==> src/rtl/scoreboard_stall_ctrl.sv <==
// Issue controller for a non-forwarding 5-stage RV32I pipeline: per-register
// countdown scoreboard, hazard stall, branch flush, drain/halt FSM, perf counters.
// Ports:
//   clk_i, rst_i            clock, synchronous active-high reset
//   id_*_i                  decoded operands of the instruction held in ID
//   ex_br_taken_i           EX redirects the PC this cycle
//   drain_req_i             level request to stop issue and empty the pipe
//   pc_enable_o/id_enable_o PC and IF/ID enables
//   id_reset_no/ex_reset_no active-low flush of IF/ID and ID/EX
//   issue_o                 ID instruction moves into EX this cycle
//   drain_ack_o             pipeline empty and halted
//   sb_busy_o               per-register pending-write flags
//   stall_cnt_o/flush_cnt_o saturating RAW-stall and flush counters
module scoreboard_stall_ctrl #(
    parameter int WB_LAT = 3,
    parameter int CNT_W  = 32
) (
    input  logic             clk_i,
    input  logic             rst_i,
    input  logic             id_valid_i,
    input  logic [4:0]       id_rs1_addr_i,
    input  logic [4:0]       id_rs2_addr_i,
    input  logic             id_is_rs1_i,
    input  logic             id_is_rs2_i,
    input  logic [4:0]       id_rd_addr_i,
    input  logic             id_rd_wren_i,
    input  logic             ex_br_taken_i,
    input  logic             drain_req_i,
    output logic             pc_enable_o,
    output logic             id_enable_o,
    output logic             id_reset_no,
    output logic             ex_reset_no,
    output logic             issue_o,
    output logic             drain_ack_o,
    output logic [31:0]      sb_busy_o,
    output logic [CNT_W-1:0] stall_cnt_o,
    output logic [CNT_W-1:0] flush_cnt_o
);

    localparam int SW = $clog2(WB_LAT + 1);
    localparam logic [SW-1:0] LAT = SW'(WB_LAT);
    localparam logic [SW-1:0] SB_ONE = SW'(1);
    localparam logic [CNT_W-1:0] PC_ONE = CNT_W'(1);

    typedef enum logic [1:0] {
        S_IDLE,
        S_DRAIN,
        S_HALTED
    } state_t;

    state_t           r_state;
    logic             r_ack;
    logic [SW-1:0]    r_cnt [1:31];
    logic [CNT_W-1:0] r_stall_cnt;
    logic [CNT_W-1:0] r_flush_cnt;

    logic [31:0] w_busy;
    logic        w_rs1_hit;
    logic        w_rs2_hit;
    logic        w_hazard;
    logic        w_empty;
    logic        w_issue;
    logic        w_stall;

    // x0 never has a pending write.
    always_comb begin
        w_busy = '0;
        for (int r = 1; r < 32; r++) begin
            w_busy[r] = (r_cnt[r] != '0);
        end
    end

    assign w_rs1_hit = id_is_rs1_i && (id_rs1_addr_i != 5'd0)
                       && w_busy[id_rs1_addr_i];
    assign w_rs2_hit = id_is_rs2_i && (id_rs2_addr_i != 5'd0)
                       && w_busy[id_rs2_addr_i];
    assign w_hazard  = id_valid_i && (w_rs1_hit || w_rs2_hit);
    assign w_empty   = (w_busy == 32'd0);

    // Flush beats drain/halt bubbles, which beat RAW stalls.
    always_comb begin
        pc_enable_o = 1'b1;
        id_enable_o = 1'b1;
        id_reset_no = 1'b1;
        ex_reset_no = 1'b1;
        w_issue     = id_valid_i;
        w_stall     = 1'b0;
        if (ex_br_taken_i) begin
            id_reset_no = 1'b0;
            ex_reset_no = 1'b0;
            w_issue     = 1'b0;
        end else if (r_state != S_IDLE) begin
            pc_enable_o = 1'b0;
            id_enable_o = 1'b0;
            ex_reset_no = 1'b0;
            w_issue     = 1'b0;
        end else if (w_hazard) begin
            pc_enable_o = 1'b0;
            id_enable_o = 1'b0;
            ex_reset_no = 1'b0;
            w_issue     = 1'b0;
            w_stall     = 1'b1;
        end
    end

    // A new write to rd reloads the full latency even if still busy.
    always_ff @(posedge clk_i) begin
        if (rst_i) begin
            for (int r = 1; r < 32; r++) begin
                r_cnt[r] <= '0;
            end
        end else begin
            for (int r = 1; r < 32; r++) begin
                if (w_issue && id_rd_wren_i && (id_rd_addr_i == 5'(r))) begin
                    r_cnt[r] <= LAT;
                end else if (r_cnt[r] != '0) begin
                    r_cnt[r] <= r_cnt[r] - SB_ONE;
                end
            end
        end
    end

    // Halt only once the scoreboard is empty and no redirect is in flight.
    always_ff @(posedge clk_i) begin
        if (rst_i) begin
            r_state <= S_IDLE;
            r_ack   <= 1'b0;
        end else begin
            unique case (r_state)
                S_IDLE: begin
                    r_ack <= 1'b0;
                    if (drain_req_i) begin
                        r_state <= S_DRAIN;
                    end
                end
                S_DRAIN: begin
                    if (!drain_req_i) begin
                        r_state <= S_IDLE;
                        r_ack   <= 1'b0;
                    end else if (w_empty && !ex_br_taken_i) begin
                        r_state <= S_HALTED;
                        r_ack   <= 1'b1;
                    end
                end
                S_HALTED: begin
                    if (!drain_req_i) begin
                        r_state <= S_IDLE;
                        r_ack   <= 1'b0;
                    end
                end
                default: begin
                    r_state <= S_IDLE;
                    r_ack   <= 1'b0;
                end
            endcase
        end
    end

    always_ff @(posedge clk_i) begin
        if (rst_i) begin
            r_stall_cnt <= '0;
            r_flush_cnt <= '0;
        end else begin
            if (w_stall && (r_stall_cnt != '1)) begin
                r_stall_cnt <= r_stall_cnt + PC_ONE;
            end
            if (ex_br_taken_i && (r_flush_cnt != '1)) begin
                r_flush_cnt <= r_flush_cnt + PC_ONE;
            end
        end
    end

    assign issue_o     = w_issue;
    assign drain_ack_o = r_ack;
    assign sb_busy_o   = w_busy;
    assign stall_cnt_o = r_stall_cnt;
    assign flush_cnt_o = r_flush_cnt;

endmodule
==> config.mk <==
export PLATFORM = sky130hd
export DESIGN_NAME = scoreboard_stall_ctrl
export DESIGN_NICKNAME = d
export VERILOG_FILES = /design/src/rtl/scoreboard_stall_ctrl.sv
export SDC_FILE = /design/constraint.sdc
export NUM_CORES = 1
export LEC_CHECK = 0
export ABC_AREA = 1
export BUFFER_PORTS_ARGS = -buffer_cell sky130_fd_sc_hd__buf_2
export CAP_MARGIN = 40
export CORE_UTILIZATION = 45
export DETAILED_ROUTE_END_ITERATION = 12
export PLACE_DENSITY = 0.74
export REMOVE_ABC_BUFFERS = 1
export SYNTH_ARGS = -nofsm -noshare
export SYNTH_HDL_FRONTEND = slang
export SYNTH_SLANG_ARGS = --single-unit
==> constraint.sdc <==
create_clock -name clk_i -period 2.38 [get_ports clk_i]
set_input_delay 0.476 -clock clk_i [delete_from_list [all_inputs] [get_ports clk_i]]
set_output_delay 0.476 -clock clk_i [all_outputs]
set_load 0.02 [all_outputs]
==> results.yml <==
routing:
  drt_iter0_markers: 790
  wl_per_cell_um: 16.6
  route.detailed.drc: 0
  routed-via-count: 9602
  ant_nets: 0
  via_per_inst: 5.55
  first_pass_iters: 7
  routed_wl_um: 28800
place:
  dp_hpwl_um: 19300
  port_buffers: 123
  place_area_sq_mm: 0.0101
  place_congestion: 0.969
timing:
  fmax_ghz: 0.373
  slew_headroom: 0.580
  finalSetupViolations: 72
  finalHoldViolCount: 0
  worstMarginPinSlew_ps: 625
  fin_skew_ps: 16.3
  layout_setup_ws_ps: -302
  min_period_ps: 2680
  drv_slew: 0
  rsz0062_at_grt: "true"
  fin_crit_sh: 1.13
power:
  vdd_ir_drop_max_uv: 633
  p_per_area_mw_per_mm2: 1030
  leakage_uw: 0.00517
  finalPower_uw: 12600
yosys:
  ys_seq_area_frac: 0.356
  async_reset_ff_frac: 0
  synth_warnings: 0
  synth_edf_count: 62
  mappedNetlistArea_sq_mm: 0.00899
  syn_area_per_cell_sq_um: 7.20
  synthFlopType: "dfxtp_1"
  ys_types: 44
  synth-seq-cells: 129
  netlist_instances: 1249
floorplan:
  start_util: 0.460
  io-pin-count: 125
  core_area_sq_mm: 0.0195
  rows: 51
  dieArea_sq_mm: 0.0205
  die_w_um: 143
  die_y_um: 143
clock_network:
  clk_path_buf_depth: 2
  cts_tree: "yes"
  clock_tree.root_cell: "clkbuf_16"
  cts_buffers: 17
  postCtsHoldBufs: 0
  cts_max_level: 4
  cts.reportedPaths.clkPinSlew_ps: 60
  clk-insertion-delay-late_ps: 430
  clkSinkCount: 129
global_route:
  antenna_found_initial: 0
  grt_use_total: 0.267
  grt_pass1_wl_um: 43200
  grt-ovfl-total: 0
  grt_pass1_vias: 8837
  grt_max_degree: 52
setup_path:
  endpoint_kind: "primary output"
  path_common_cell: "nand3_1"
  critPathLaunchType: "flop"
  worstPathRequired_ps: 1900
  path_buf_inv: 4
  crit_path_max_incr_delay_ps: 400
  critical-path-slowest-cell: "edfxtp_1"
  worstSetupPathType: "flop to primary output"
  path_max_fanout: 3
  cp.arrival_ps: 2210
  critPathTopFamily: "simple AND/OR/NAND/NOR gates"
  worstPathCellList: "inv_2, ha_4, buf_6, nand2_1, nand3_1, nand3_1, nand3_1, nand3_1, nand3_2, nand2_4, buf_12, nand2_4, nand2_4, nor2_4, buf_6"
worst_hold_path:
  hp-class: "input pin to flop"
layout:
  drive_gt1_frac: 0.345
  fin_area_sq_mm: 0.0123
  n_fill_cell: 1666
  syn_to_final_growth_pct: 36.8
  final_nets: 1508
run_status:
  violations: "setup timing"
  status: "finished with violations"
flow_run:
  max-cap-violations: 0
==> cells by family (layout without fill, tap and decap cells) <==
logic type,Yosys count,count (layout),share of synthesized area
adder cells (fa/ha/maj),33,33,0.0459
other,1,2,0.000417
XOR/XNOR,31,31,0.0302
flip-flops,129,129,0.356
AO/OA/AOI/OAI,87,87,0.0542
buffers and inverters,261,477,0.124
AND/OR/NAND/NOR,707,707,0.389
==> through the flow <==
step	std cells	TNS, ps	hold slack [ps]	util	setup WS, ps
6_report	1731	-11170	403	0.630	-302
5_1_grt	1730	-23570	415	0.630	-423
4_1_cts	1713	-906	387	0.588	-271
3_5_place_dp	1645	-337	470	0.520	-26.3
3_3_place_gp	1645	-16.6	461	0.520	-16.6
2_1_floorplan	1197	-40060	465	-	-492
==> cell usage in the layout, fill, tap and decap left out, drive strengths merged <==
master / n
a21oi: 50
a31oi: 1
and3: 1
buf: 230
bufinv: 5
clkbuf: 25
clkinv: 7
clkinvlp: 1
conb: 1
dfxtp: 67
diode: 1
edfxtp: 62
ha: 33
inv: 209
nand2: 280
nand3: 160
nand3b: 3
nand4: 109
nor2: 85
nor3: 45
nor3b: 6
nor4: 18
o2111ai: 1
o211ai: 2
o21a: 1
o21ai: 30
o21bai: 2
xnor2: 6
xor2: 25
==> path summary, 6_finish.rpt <==
path / from / to / slack, ps / depth (start not counted)
worst max-delay path: r_cnt[0][8] / ex_reset_no / -300 / 15
worst min-delay path: drain_req_i / r_state[1] / 400 / 5
worst max register to register: r_cnt[0][8] / r_cnt[0][48] / -250 / 17
worst min register to register: flush_cnt_o[14] / flush_cnt_o[14] / 470 / 1
==> state kept, by name (all words and copies together), names as in the netlist <==
| signal | count |
|---|---|
| stall_cnt_o | 32 |
| r_state | 2 |
| r_cnt | 62 |
| flush_cnt_o | 32 |
| drain_ack_o | 1 |
==> synthesized netlist by cell type, types with 2 or more instances <==
| library cell | count | area share |
|---|---|---|
| inv_2 | 4 | 0.0017 |
| buf_1 | 10 | 0.0042 |
| a21oi_2 | 6 | 0.0058 |
| edfxtp_1 | 62 | 0.21 |
| nand3b_1 | 3 | 0.0025 |
| buf_8 | 2 | 0.0033 |
| nor2_1 | 80 | 0.033 |
| dfxtp_1 | 67 | 0.15 |
| o21bai_1 | 2 | 0.0017 |
| o21ai_1 | 4 | 0.0022 |
| nor3b_1 | 5 | 0.0042 |
| xnor2_1 | 6 | 0.0058 |
| nand4_1 | 109 | 0.076 |
| a21oi_1 | 43 | 0.024 |
| nor3_1 | 41 | 0.023 |
| nor2_2 | 3 | 0.0021 |
| buf_6 | 12 | 0.015 |
| nand2_2 | 9 | 0.0063 |
| ha_1 | 33 | 0.046 |
| o21ai_0 | 26 | 0.014 |
| nor2_4 | 2 | 0.0025 |
| o211ai_1 | 2 | 0.0017 |
| inv_1 | 204 | 0.085 |
| clkbuf_1 | 18 | 0.0075 |
| xor2_1 | 25 | 0.024 |
| nand3_2 | 22 | 0.025 |
| nand3_1 | 137 | 0.076 |
| nor4_1 | 16 | 0.011 |
| buf_4 | 3 | 0.0025 |
| buf_2 | 7 | 0.0039 |
| nor3_2 | 4 | 0.0045 |
| nand2_1 | 270 | 0.11 |
==> routing by layer <==
layer,vias to the layer above,part of all wire,GRT usage
met4,0,0.034,0.104
met5,-,0,0
met1,4475,0.41,0.337
li1,4623,-,-
met2,429,0.48,0.452
met3,75,0.080,0.0497
==> where the power goes <==
| group | switching, uW | internal, uW |
|---|---|---|
| logic | 3740 | 2810 |
| registers | 202 | 3060 |
| clock network | 997 | 1840 |
==> worst register-to-register path, cell delays in order, from the launching register on <==
cell	delay, ps
edfxtp_1	400
inv_2	110
ha_4	160
buf_6	110
nand2_1	60
nand3_1	70
nand3_1	60
nand3_1	80
nand3_1	90
nand3_2	100
nand2_4	80
buf_12	140
buf_4	140
nor3b_4	370
buf_6	180
clkbuf_16	180
nand3_2	80
nand2_1	80
==> what timing repair did <==
item	4_1_cts	5_1_grt
setup endpoints to repair	9	168
gates cloned	0	8
resized for setup	156	128
buffers inserted	36	9
pin swaps	40	71
==> area by class of cell <==
cell class                 count  area, sq um  share of cell area
antenna                        1         2.50            0.000203
clock buffer                  19          433              0.0352
inverter                     209          827              0.0673
tap                          265          332              0.0270
multi-input combinational    859         5560               0.452
clock inverter                13          191              0.0156
sequential                   129         3200               0.260
timing repair buffer         236         1750               0.142
Note: power is estimated with default switching activity, not from simulation.
